--- src/rtl/pq_sched.sv ---
// pq_sched: operation scheduler for the AnTiQ array priority queue.
// Arbitrates push/pop/drop requests from NR requesters, issues one operation
// at a time into cell 0 of the pq_cell chain, enforces the post-push gap,
// tracks occupancy and returns one response per accepted request.
// Build option: define PQ_SCHED_FIXED_PRIO_EN for fixed lowest-index-wins
// arbitration; the default build uses round-robin arbitration.

package pq_pkg;
  localparam int unsigned CELL_TW = 16;
  localparam int unsigned CELL_IW = 4;

  typedef struct packed {
    logic [CELL_TW-1:0] data;
    logic [CELL_IW-1:0] id;
  } cell_t;
endpackage

module pq_sched #(
  parameter int unsigned TW      = pq_pkg::CELL_TW,
  parameter int unsigned IW      = pq_pkg::CELL_IW,
  parameter int unsigned NR      = 4,
  parameter int unsigned DEPTH   = 8,
  parameter int unsigned GAP     = 2,
  parameter int unsigned DROP_TO = 2 * DEPTH
) (
  input  logic                         clk_i,
  input  logic                         rst_i,
  input  logic [NR-1:0]                req_vld_i,
  output logic [NR-1:0]                req_rdy_o,
  input  logic [2*NR-1:0]              req_op_i,
  input  logic [NR*TW-1:0]             req_data_i,
  input  logic [NR*IW-1:0]             req_id_i,
  output logic [NR-1:0]                rsp_vld_o,
  output logic [TW-1:0]                rsp_data_o,
  output logic [IW-1:0]                rsp_id_o,
  output logic                         rsp_err_o,
  output logic                         push_o,
  output logic                         pop_o,
  output logic                         drop_o,
  output logic [TW-1:0]                drop_id_o,
  output pq_pkg::cell_t                push_struct_o,
  input  logic                         pop_vld_i,
  input  pq_pkg::cell_t                pop_struct_i,
  input  logic                         drop_vld_i,
  input  logic                         full_i,
  output logic [$clog2(DEPTH+1)-1:0]   count_o,
  output logic                         empty_o,
  output logic                         full_o
);

  localparam int unsigned IXW = $clog2(NR);
  localparam int unsigned CW  = $clog2(DEPTH + 1);
  localparam int unsigned TMW = $clog2(DROP_TO + 1);
  localparam int unsigned GW  = $clog2(GAP + 2);

  typedef enum logic [1:0] {
    OP_PUSH = 2'b00,
    OP_POP  = 2'b01,
    OP_DROP = 2'b10,
    OP_RSVD = 2'b11
  } op_t;

  typedef enum logic [2:0] {
    S_IDLE,
    S_ISSUE,
    S_WAIT_POP,
    S_WAIT_DROP,
    S_RESP,
    S_GAP
  } state_t;

  state_t          state;
  op_t             lat_op;
  logic [TW-1:0]   lat_data;
  logic [IW-1:0]   lat_id;
  logic [IXW-1:0]  lat_idx;
  logic [TMW-1:0]  timer;
  logic [GW-1:0]   gap_cnt;

  logic [1:0]      op_arr   [NR];
  logic [TW-1:0]   data_arr [NR];
  logic [IW-1:0]   id_arr   [NR];

  logic [IXW-1:0]  grant;
  logic [IXW-1:0]  cand;
  logic            found;
  op_t             g_op;
  logic [TW-1:0]   g_data;
  logic [IW-1:0]   g_id;
  logic            g_legal;

`ifndef PQ_SCHED_FIXED_PRIO_EN
  logic [IXW-1:0]  ptr;
`endif

  for (genvar g = 0; g < NR; g++) begin : g_split
    assign op_arr[g]   = req_op_i[2*g +: 2];
    assign data_arr[g] = req_data_i[TW*g +: TW];
    assign id_arr[g]   = req_id_i[IW*g +: IW];
  end

  assign empty_o       = (count_o == '0);
  assign full_o        = (count_o == CW'(DEPTH)) || full_i;
  assign push_struct_o = '{data: lat_data, id: lat_id};
  assign drop_id_o     = TW'(lat_id);

  // Pick the winning requester: first valid one scanning from the pointer
  // (or from index 0 in fixed-priority builds).
  always_comb begin
    found = 1'b0;
    grant = '0;
    cand  = '0;
    for (int unsigned i = 0; i < NR; i++) begin
`ifdef PQ_SCHED_FIXED_PRIO_EN
      cand = IXW'(i);
`else
      cand = IXW'((32'(ptr) + i) % NR);
`endif
      if (!found && req_vld_i[cand]) begin
        grant = cand;
        found = 1'b1;
      end
    end
  end

  // Fields of the granted request and its legality against current occupancy.
  always_comb begin
    g_op    = op_t'(op_arr[grant]);
    g_data  = data_arr[grant];
    g_id    = id_arr[grant];
    g_legal = 1'b0;
    case (g_op)
      OP_PUSH: g_legal = !full_o && (g_data != '0);
      OP_POP:  g_legal = !empty_o;
      OP_DROP: g_legal = 1'b1;
      default: g_legal = 1'b0;
    endcase
  end

  // Accept strobe must appear in the grant cycle, so it is decoded directly.
  always_comb begin
    req_rdy_o = '0;
    if (state == S_IDLE && |req_vld_i) req_rdy_o = NR'(1) << grant;
  end

  // Scheduler FSM with registered op pulses, responses and occupancy.
  always_ff @(posedge clk_i) begin
    if (rst_i) begin
      state      <= S_IDLE;
      lat_op     <= OP_PUSH;
      lat_data   <= '0;
      lat_id     <= '0;
      lat_idx    <= '0;
      timer      <= '0;
      gap_cnt    <= '0;
      count_o    <= '0;
      push_o     <= 1'b0;
      pop_o      <= 1'b0;
      drop_o     <= 1'b0;
      rsp_vld_o  <= '0;
      rsp_err_o  <= 1'b0;
      rsp_data_o <= '0;
      rsp_id_o   <= '0;
`ifndef PQ_SCHED_FIXED_PRIO_EN
      ptr        <= '0;
`endif
    end else begin
      push_o <= 1'b0;
      pop_o  <= 1'b0;
      drop_o <= 1'b0;
      case (state)
        S_IDLE: begin
          if (|req_vld_i) begin
            lat_op   <= g_op;
            lat_data <= g_data;
            lat_id   <= g_id;
            lat_idx  <= grant;
`ifndef PQ_SCHED_FIXED_PRIO_EN
            ptr      <= (grant == IXW'(NR - 1)) ? '0 : grant + 1'b1;
`endif
            if (g_legal) begin
              push_o <= (g_op == OP_PUSH);
              pop_o  <= (g_op == OP_POP);
              drop_o <= (g_op == OP_DROP);
              state  <= S_ISSUE;
            end else begin
              rsp_vld_o <= NR'(1) << grant;
              rsp_err_o <= 1'b1;
              state     <= S_RESP;
            end
          end
        end
        S_ISSUE: begin
          case (lat_op)
            OP_PUSH: begin
              if (count_o != CW'(DEPTH)) count_o <= count_o + 1'b1;
              rsp_vld_o <= NR'(1) << lat_idx;
              rsp_err_o <= 1'b0;
              state     <= S_RESP;
            end
            OP_POP:  state <= S_WAIT_POP;
            OP_DROP: begin
              timer <= TMW'(DROP_TO);
              state <= S_WAIT_DROP;
            end
            default: begin
              rsp_vld_o <= NR'(1) << lat_idx;
              rsp_err_o <= 1'b1;
              state     <= S_RESP;
            end
          endcase
        end
        S_WAIT_POP: begin
          if (pop_vld_i) begin
            rsp_data_o <= pop_struct_i.data;
            rsp_id_o   <= pop_struct_i.id;
            if (count_o != '0) count_o <= count_o - 1'b1;
            rsp_vld_o  <= NR'(1) << lat_idx;
            rsp_err_o  <= 1'b0;
            state      <= S_RESP;
          end
        end
        S_WAIT_DROP: begin
          // The final timer tick lands the miss response exactly DROP_TO
          // cycles after entering this state.
          if (drop_vld_i) begin
            if (count_o != '0) count_o <= count_o - 1'b1;
            rsp_vld_o <= NR'(1) << lat_idx;
            rsp_err_o <= 1'b0;
            state     <= S_RESP;
          end else if (timer <= TMW'(1)) begin
            rsp_vld_o <= NR'(1) << lat_idx;
            rsp_err_o <= 1'b1;
            state     <= S_RESP;
          end else begin
            timer <= timer - 1'b1;
          end
        end
        S_RESP: begin
          rsp_vld_o  <= '0;
          rsp_err_o  <= 1'b0;
          rsp_data_o <= '0;
          rsp_id_o   <= '0;
          if (lat_op == OP_PUSH && !rsp_err_o && GAP != 0) begin
            gap_cnt <= GW'(GAP);
            state   <= S_GAP;
          end else begin
            state <= S_IDLE;
          end
        end
        S_GAP: begin
          if (gap_cnt <= GW'(1)) state <= S_IDLE;
          else gap_cnt <= gap_cnt - 1'b1;
        end
        default: state <= S_IDLE;
      endcase
    end
  end

endmodule

--- config.mk ---
export PLATFORM = sky130hd
export DESIGN_NAME = pq_sched
export DESIGN_NICKNAME = d
export VERILOG_FILES = /design/src/rtl/pq_sched.sv
export SDC_FILE = /design/constraint.sdc
export NUM_CORES = 1
export LEC_CHECK = 0
export BUFFER_PORTS_ARGS = -buffer_cell sky130_fd_sc_hd__buf_2
export CELL_PAD_IN_SITES_DETAIL_PLACEMENT = 0
export CELL_PAD_IN_SITES_GLOBAL_PLACEMENT = 1
export CORE_MARGIN = 2
export CORE_UTILIZATION = 30
export CTS_CLUSTER_DIAMETER = 50
export DETAILED_ROUTE_END_ITERATION = 16
export GPL_TIMING_DRIVEN = 1
export PLACE_DENSITY_LB_ADDON = 0.05
export SETUP_SLACK_MARGIN = 0.02
export SYNTH_ARGS = -nofsm -noshare
export SYNTH_HDL_FRONTEND = slang
export SYNTH_SLANG_ARGS = --single-unit
--- constraint.sdc ---
create_clock -name clk_i -period 2.9 [get_ports clk_i]
set_input_delay 0.58 -clock clk_i [delete_from_list [all_inputs] [get_ports clk_i]]
set_output_delay 0.58 -clock clk_i [all_outputs]
set_load 0.01 [all_outputs]
==> results of run 1 <==
## worst min-delay path: cells and delay by family, from the launching register on
family           cells  cell delay (ps)
AO/OA/AOI/OAI        1               50
flip-flops           1              300
AND/OR/NAND/NOR      1               50
## power by group through the flow
stage | Combinational, mW | Clock, mW | Sequential [mW]
final | 2.77 | 1.06 | 1.31
after floorplan | 1.64 | 0 | 1.37
after detailed placement | 2.75 | 0 | 1.33
after global placement | 2.73 | 0 | 1.33
after CTS | 2.76 | 1.10 | 1.31
after global routing | 3.08 | 1.15 | 1.34
## state kept, by name, summed over array words and instances, names as in the netlist, 2 cells and up
| name | cells |
|---|---|
| lat_data | 16 |
| gap_cnt | 2 |
| lat_idx | 2 |
| count_o | 4 |
| lat_op | 2 |
| rsp_vld_o | 4 |
| lat_id | 4 |
| state | 3 |
| rsp_data_o | 16 |
| timer | 5 |
| rsp_id_o | 4 |
| ptr | 2 |
## layout make-up
class	count	area, um2	area share (%)
Multi-Input combinational cell	404	2330	41.7
Sequential cell	68	1360	24.4
Timing Repair Buffer	231	1310	23.5
Clock buffer	12	256	4.60
Tap cell	176	220	3.95
Inverter	16	65.1	1.17
Clock inverter	2	35.0	0.628
## metrics by stage
| stage | setup WS (ps) | hold WS [ps] | cells | utilization [%] |
|---|---|---|---|---|
| 2_1_floorplan | 280 | 445 | 538 | - |
| 3_3_place_gp | -246 | 439 | 895 | 40.2 |
| 3_5_place_dp | -392 | 445 | 895 | 40.2 |
| 4_1_cts | 22.6 | 453 | 909 | 42.5 |
| 5_1_grt | 52.4 | 468 | 909 | 42.6 |
| 6_report | 205 | 447 | 909 | 42.6 |
## synthesized netlist by cell type, types with 2 or more instances
library cell and count:
buf_6 3, xor2_1 4, nor2_1 37, a22oi_1 14
buf_2 4, o21ai_0 5, o22ai_1 2, inv_2 3
nor3_1 12, a21o_1 4, and3_1 17, nand3b_1 2
and2_1 4, buf_4 20, dfxtp_1 68, a211oi_1 18
nor4_1 6, o211ai_1 2, clkbuf_1 22, nor3b_1 3
mux2i_1 2, nand2_1 123, inv_1 13, xnor2_1 5
a31oi_1 17, and3b_1 2, nor2_2 4, a211oi_2 6
a32oi_1 2, ha_1 12, nand2b_1 4, a21oi_1 47
nand3_1 13, nor2b_1 4
## path summary, 6_finish.rpt
check / depth (start not counted) / from / endpoint / slack (ps)
max: 14 / req_vld_i[2] / state[0]$_SDFFE_PP0P_ / 200
min: 2 / rsp_id_o[0]$_SDFFE_PP0P_ / rsp_id_o[0]$_SDFFE_PP0P_ / 450
max reg2reg: 12 / ptr[0]$_SDFFE_PP0P_ / state[0]$_SDFFE_PP0P_ / 250
min reg2reg: 2 / rsp_id_o[0]$_SDFFE_PP0P_ / rsp_id_o[0]$_SDFFE_PP0P_ / 450
## layer usage
layer / vias to the layer above / wire length, um / part of all wire, % / global-route usage [%]
met5: - / 0 / 0 / 0
met2: 145 / 5760 / 48 / 28.7
met3: 7 / 758 / 6.3 / 3.88
li1: 2206 / - / - / -
met4: 0 / 126 / 1.0 / 4.69
met1: 1908 / 5460 / 45 / 21.7
## logic make-up after synthesis
group	synth area share [%]
other	0.0944
DFF	34.3
muxes	0.504
buffers and inverters	8.82
adders and majority gates	4.28
and+or+nand+nor	27.7
AOI/OAI and AO/OA	22.4
xor gates and xnor gates	1.98
## what timing repair did
action                                  in CTS  in global routing
endpoints found under the setup margin       5                  8
resized for setup                            1                  7
buffers inserted                             0                  0
gates cloned                                 0                  0
## cells in the final DEF (no fill, tap or decap), drive strengths merged, types with 2 or more instances in the layout
| cell | count |
|---|---|
| buf | 231 |
| nand2 | 124 |
| dfxtp | 68 |
| a21oi | 47 |
| nor2 | 41 |
| a211oi | 24 |
| a31oi | 18 |
| and3 | 18 |
| inv | 16 |
| a22oi | 14 |
| nand3 | 13 |
| nor3 | 12 |
| ha | 12 |
| conb | 12 |
| clkbuf | 12 |
| nor4 | 6 |
| o21ai | 6 |
| xnor2 | 5 |
| nand2b | 5 |
| and2 | 5 |
| a21o | 5 |
| nor2b | 4 |
| xor2 | 4 |
| nor3b | 3 |
| o22ai | 2 |
| and3b | 2 |
| mux2i | 2 |
| o211ai | 2 |
| nand3b | 2 |
| a32oi | 2 |
==> results.yml, run 1 <==
critical_path:
  crit_path_top_delay_cell: "a31oi_1"
  required_ps: 3130
  cp.buffers_inverters: 5
  crit_type: "primary input to flip-flop"
  crit_chain: "buf_2, inv_2, buf_4, o221ai_4, nand2_8, inv_2, buf_12, nand2_1, a31oi_1, nor4_1, and4_2, o21ai_0, a21oi_1, o31ai_1"
  cp-start-kind: "primary input"
  cpPeakStageDelay_ps: 340
  critPathMaxFanout: 29
  arrival_ps: 2930
  crit_family: "compound AO/OA/AOI/OAI gates"
  endpoint_kind: "flip-flop"
  path_common_cell: "inv_2"
clock_tree:
  numCtsBuffers: 9
  clk_latency_ps: 320
  root_buffer: "clkbuf_16"
  clkTransAtPathRegs_ps: 50
  cts_tree: "yes"
  htreeDepth: 3
  clockBufferDepth: 2
  clock_sinks: 68
  cts_hold_buf: 0
floorplanning:
  die_y_um: 119
  rows: 42
  start_util_pct: 30.4
  die_w_um: 119
  core_area_mm2: 0.0131
  io_pins: 191
  die-area_mm2: 0.0142
final_layout:
  n_antenna_cell: 0
  nets: 860
  fillers: 1392
  final_layout_size_suffix_gt1_share_pct: 37.0
  stdcell_area_mm2: 0.00558
  area_delta_synth_final_pct: 40.4
pwr:
  pwr-share-clk_pct: 20.7
  peakVddDrop_mv: 0.530
  p_comb_share_pct: 53.8
  switching_share_pct: 39.8
  p_total_mw: 5.14
  internal-power_mw: 3.09
  p_sw_mw: 2.05
  seqPwrFrac_pct: 25.5
  power.density_mw_per_mm2: 922
  p_leak_nw: 2.69
job:
  drv_cap: 0
global_routing:
  grt_antenna_before_repair: 0
  grt_pass1_wl_um: 19600
  overflow: 0
  grt_use_total_pct: 17.0
  grt_pass1_vias: 4067
  grt_max_degree: 42
timing:
  slew_viol_final: 0
  fmax_mhz: 371
  skew_ps: 7.59
  finalWorstPathRequiredPeriod_ps: 2700
  finalHoldViolCount: 0
  fin_crit_sh_pct: 92.9
  worst_pin_slew_ps: 803
  fin_tns_setup_ps: 0
  finalSetupViolations: 0
  rsz0062_at_grt: "no"
  slew_headroom_pct: 46.4
drt:
  dr.first_iter.drc_count: 145
  viasPerCell: 4.69
  drt-pass1-iter-count: 4
  ant_nets: 0
  vias: 4266
  routedWlPerCell_um: 13.3
  drc: 0
  drt-total-wl_um: 12100
place:
  place.gp.congestion: 0.882
  dpl_cell_area_mm2: 0.00526
  hpwlAfterDp_um: 9560
  port_buffers: 178
logic_synthesis:
  synth_area_leader_cell: "dfxtp_1"
  synth_area_mm2: 0.00397
  synth_ff_type: "dfxtp_1"
  ys_warn_count: 0
  synth_area_leaders: "dfxtp_1 34%, nand2_1 12%, a21oi_1 5.9%"
  netlist.area_leader.share_pct: 34.3
  synth_edf_count: 0
  ys_async_sr_fraction_pct: 0
  synth_cells: 527
  yosysSeqAreaShare_pct: 34.3
  syn_area_per_cell_um2: 7.54
  synth.distinct_cells: 57
  ys_ff_latch: 68
status:
  outcome: "completed"
min_path:
  min_path_type: "flip-flop to flip-flop"
No activity file was read; power rests on OpenSTA's default activity.
==> run 2: changes to the inputs <==
Settings changed: MAX_ROUTING_LAYER from default to met4.
==> run 2 against run 1 <==
Net effect: global-route usage increased by 0.48 points; critical endpoint unchanged; setup slack worse by 2.8 ps; final area unchanged; largest power group unchanged; sequential power about the same; worst hold slack hardly changed.
==> results.yml, run 2 (same netlist as run 1, synthesis figures left out) <==
critical_path:
  timing.rr.end: "state[0]$_SDFFE_PP0P_"
  reg2reg_from: "ptr[0]$_SDFFE_PP0P_"
  arrival_ps: 2930
  critPathMaxFanout: 29
  crit_type: "primary input to flip-flop"
  required_ps: 3130
  ff2ff_path_depth: 12
  setup.reg_to_reg.worst_slack_ps: 240
  cp-start-kind: "primary input"
  setup.worst_path.start: "req_vld_i[2]"
  endpoint_kind: "flip-flop"
global_routing:
  grt_pass1_wl_um: 19600
  overflow: 0
  grt_pass1_vias: 4069
  grt_antenna_before_repair: 0
  grt_max_degree: 42
  grt_use_total_pct: 17.5
drt:
  dr.first_iter.drc_count: 142
  routedWlPerCell_um: 13.4
  vias: 4278
  drt-pass1-iter-count: 4
  drc: 0
  viasPerCell: 4.71
  drt-total-wl_um: 12100
  ant_nets: 0
floorplanning:
  core_area_mm2: 0.0131
  io_pins: 191
  start_util_pct: 30.4
  rows: 42
  die-area_mm2: 0.0142
  die_w_um: 119
  die_y_um: 119
final_layout:
  final_common_cell: "buf_2"
  area_delta_synth_final_pct: 40.4
  n_antenna_cell: 0
  largest_registers: "lat_data: 16 flops, rsp_data_o: 16 flops, timer: 5 flops"
  nets: 860
  final_layout_size_suffix_gt1_share_pct: 37.0
  mostFrequentLayoutCells: "178 x buf_2, 123 x nand2_1, 67 x dfxtp_1, 51 x buf_4, 47 x a21oi_1"
timing:
  worst_pin_slew_ps: 805
  setup_ws_ps: 202
  finalWorstPathRequiredPeriod_ps: 2700
  finalSetupViolations: 0
  finalHoldViolCount: 0
  fin_crit_sh_pct: 93.0
  fmax_mhz: 371
  skew_ps: 7.54
  slew_headroom_pct: 46.3
  holdWs_ps: 447
  rsz0062_at_grt: "no"
  slew_viol_final: 0
clock_tree:
  numCtsBuffers: 9
  cts_tree: "yes"
  root_buffer: "clkbuf_16"
  cts_hold_buf: 0
  htreeDepth: 3
  clock_sinks: 68
  clockBufferDepth: 2
  clkTransAtPathRegs_ps: 50
  clk_latency_ps: 330
min_path:
  hp-start: "rsp_id_o[0]$_SDFFE_PP0P_"
  min_delay_worst_endpoint: "rsp_id_o[0]$_SDFFE_PP0P_"
  min_path_type: "flip-flop to flip-flop"
  whs_path_depth: 2
pwr:
  power.density_mw_per_mm2: 922
  peakVddDrop_mv: 0.530
  p_leak_nw: 2.69
status:
  outcome: "completed"
place:
  pre_cts_ws_ps: -392
  hpwlAfterDp_um: 9560
  port_buffers: 178
  place.gp.congestion: 0.897
job:
  drv_cap: 0
==> run 2: cell counts in the layout (fill, tap and decap cells not counted) <==
No cell type changed its count.
==> run 2: how the worst max path moves through the flow <==
stage | to | slack (ps) | cells past startpoint
detailed placement | rsp_vld_o[1]$_SDFFE_PP0P_ | -390 | 13
global route | state[0]$_SDFFE_PP0P_ | 50 | 15
finish | state[0]$_SDFFE_PP0P_ | 200 | 14
global placement | rsp_vld_o[1]$_SDFFE_PP0P_ | -250 | 11
CTS | req_rdy_o[3] | 20 | 8
floorplan | req_rdy_o[2] | 280 | 8
==> run 2: report_power, final <==
group / internal [mW] / switching (mW) / total (mW)
Sequential: 1.16 / 0.156 / 1.31
Combinational: 1.24 / 1.53 / 2.77
Clock: 0.700 / 0.366 / 1.07
Total: 3.09 / 2.05 / 5.14
==> run 2: layer usage <==
metal	global-route usage, %	wire length (um)	vias up	part of all wire [%]
li1	-	-	2205	-
met1	21.8	5470	1921	45
met2	28.7	5750	144	47
met3	3.69	788	8	6.5
met4	4.69	130	0	1.1
met5	-	0	-	0
==> run 2: repair_timing <==
| item | in CTS | in global routing |
|---|---|---|
| setup buffers | 0 | 0 |
| cloned | 0 | 0 |
| endpoints found under the setup margin | 5 | 8 |
| resized for setup | 1 | 7 |
| pin swaps | 0 | 0 |
==> run 2: layout make-up <==
| type | instances | area [um2] |
|---|---|---|
| multi-input cells | 404 | 2330 |
| repair buffers | 231 | 1310 |
| clock buffers | 12 | 256 |
| inverters | 16 | 65.1 |
| well taps | 176 | 220 |
| clock inverters | 2 | 35.0 |
| flip-flops and latches | 68 | 1360 |
| fillers | 1392 | 7510 |
==> run 2: through the flow <==
stage	TNS (ps)	cell area [um2]	utilization, %	total power [mW]	instances
2_1_floorplan	0	4020	-	3.01	538
3_3_place_gp	-1450	5260	40.2	4.06	895
3_5_place_dp	-2220	5260	40.2	4.08	895
4_1_cts	0	5560	42.5	5.18	909
5_1_grt	0	5580	42.6	5.57	909
6_report	0	5580	42.6	5.14	909
==> run 2: worst max-delay path: stages <==
cell	delay [ps]
buf_2	120
inv_2	40
buf_4	130
o221ai_4	250
nand2_8	180
inv_2	120
buf_12	150
nand2_1	60
a31oi_1	340
nor4_1	70
and4_2	260
o21ai_0	300
a21oi_1	110
o31ai_1	210
==> run 3: changes to the inputs <==
Settings changed: CELL_PAD_IN_SITES_DETAIL_PLACEMENT 0 to 2, CELL_PAD_IN_SITES_GLOBAL_PLACEMENT 1 to 2, CORE_UTILIZATION 30 to 25, CTS_BUF_LIST from default to sky130_fd_sc_hd__clkbuf_4.
==> run 3 against run 2 <==
Net effect: clock power down 17%; worst hold slack worse by 75 ps; final area up 0.13%; critical path depth down 2; final cell count up 5.0%; setup slack worse by 43 ps; register-to-register slack worse by 80 ps; via count up 3.5%; flip-flop and latch count unchanged; clock-buffer cell count down 3; global-route usage up 0.83 points; non-clock buffer count up 2; critical endpoint is now rsp_vld_o[0]$_SDFFE_PP0P_; largest cell class unchanged; highest routed layer unchanged.
==> results.yml, run 3 (same netlist as run 1, synthesis figures left out) <==
critical_path:
  endpoint_kind: "flip-flop"
  cp-start-kind: "flip-flop"
  cpPeakStageDelay_ps: 380
  required_ps: 3260
  arrival_ps: 3110
  path_common_cell: "buf_12"
  crit_path_top_delay_cell: "dfxtp_1"
  crit_type: "flip-flop to flip-flop"
  crit_chain: "nand2b_1, a21o_4, nand2_4, buf_12, a211oi_1, a31oi_1, nor4_1, and4_2, o211a_1, buf_12, nor2_2, a211oi_2"
  setup.worst_path.start: "ptr[0]$_SDFFE_PP0P_"
  critPathMaxFanout: 25
  reg2reg_from: "ptr[0]$_SDFFE_PP0P_"
pwr:
  power.density_mw_per_mm2: 912
  p_leak_nw: 2.67
  peakVddDrop_mv: 0.271
place:
  pre_cts_ws_ps: -217
  place_inst: 936
  port_buffers: 178
  hpwlAfterDp_um: 12200
  place.gp.congestion: 0.839
drt:
  drc: 0
  vias: 4428
  drt-total-wl_um: 15000
  wl_met1_um: 6780
  drt-pass1-iter-count: 4
  viasPerCell: 4.64
  highest_layer: "met4"
  dr.first_iter.drc_count: 106
  met3WireLength_um: 783
  wl_met2_um: 7230
  ant_nets: 0
  routedWlPerCell_um: 15.7
global_routing:
  overflow: 0
  grt_pass1_wl_um: 23900
  grt_use_total_pct: 18.3
  grt_pass1_vias: 4814
  grt_max_degree: 29
  grt_antenna_before_repair: 1
timing:
  finalSetupViolations: 0
  fin_crit_sh_pct: 94.5
  slew_headroom_pct: 39.8
  fmax_mhz: 365
  skew_ps: 11.3
  worst_pin_slew_ps: 891
  finalHoldViolCount: 0
  slew_viol_final: 0
  setup_ws_ps: 158
  rsz0062_at_grt: "yes"
  finalWorstPathRequiredPeriod_ps: 2740
final_layout:
  largest_registers: "lat_data: 16 flops, rsp_data_o: 16 flops, timer: 5 flops"
  nets: 862
  final_layout_size_suffix_gt1_share_pct: 37.6
  final-instance-count-excl-fill: 954
  final_common_cell: "buf_2"
  area_delta_synth_final_pct: 40.6
  mostFrequentLayoutCells: "178 x buf_2, 123 x nand2_1, 67 x dfxtp_1, 51 x buf_4, 47 x a21oi_1"
status:
  outcome: "completed"
clock_tree:
  root_buffer: "clkbuf_4"
  clkTransAtPathRegs_ps: 120
  cts_tree: "yes"
  clockBufferDepth: 2
  htreeDepth: 3
  clock_sinks: 68
  clk_latency_ps: 430
  numCtsBuffers: 9
min_path:
  hp-start: "pop_struct_i[4]"
  min_path_type: "primary input to flip-flop"
floorplanning:
  rows: 46
  start_util_pct: 25.3
  die_y_um: 130
  core_area_mm2: 0.0157
  io_pins: 191
  die_w_um: 130
  die-area_mm2: 0.0169
job:
  drv_cap: 0
run 3: cell types whose count changed in the layout (fill, tap and decap cells not counted), moves of 2 or more:
cell and change:
clkbuf_16 -9, clkbuf_4 +9, bufinv_16 +3, buf_12 +2, clkbuf_8 -2, clkinvlp_4 +2
run 3: path summary, 6_finish.rpt:
check                                     to  slack, ps  cells after the start
setup / recovery   rsp_vld_o[0]$_SDFFE_PP0P_        160                     12
hold / removal    rsp_data_o[0]$_SDFFE_PP0P_        370                      3
setup reg to reg   rsp_vld_o[0]$_SDFFE_PP0P_        160                     12
hold reg to reg     lat_data[0]$_SDFFE_PP0P_        460                      2
run 3: critical path: cells and delay by family, from the launching register on:
kind,cells,cell delay (ps)
AOI/OAI and AO/OA,5,1040
buffers and inverters,2,310
DFF,1,380
and+or+nand+nor,5,930
run 3: power breakdown:
group	total, mW	switching, mW	internal (mW)
Sequential	1.32	0.167	1.15
Combinational	2.89	1.59	1.29
Clock	0.891	0.372	0.520
Total	5.10	2.13	2.96
run 3: metal layers:
metal  GRT usage [%]  vias up
met2            30.4      127
met5               -        -
met1            22.6     2082
met3            3.61       13
met4            5.19        0
li1                -     2206
run 3: what timing repair did:
item                       4_1_cts  5_1_grt
setup endpoints to repair        0        8
hold buffers                     0        0
gates resized for setup          0        7
buffers inserted                 0        1
run 3: stage by stage:
stage / cell area (um2) / hold slack [ps] / TNS, ps / utilization [%] / total power [mW]
final: 5590 / 373 / 0 / 35.6 / 5.10
after global routing: 5590 / 346 / -30.8 / 35.6 / 5.56
after CTS: 5550 / 337 / 0 / 35.3 / 5.16
after detailed placement: 5350 / 449 / -1210 / 34.0 / 4.24
after global placement: 5350 / 439 / -498 / 34.0 / 4.15
after floorplan: 4020 / 445 / 0 / - / 3.01
run 3: layout make-up:
cell class              instances  area [um2]
clock buffers                   9        67.6
fillers                      1906       10100
diodes                          1        2.50
repair buffers                233        1350
clock inverters                 7         139
flip-flops and latches         68        1360
inverters                      16        62.6
well taps                     216         270
multi-input cells             404        2330
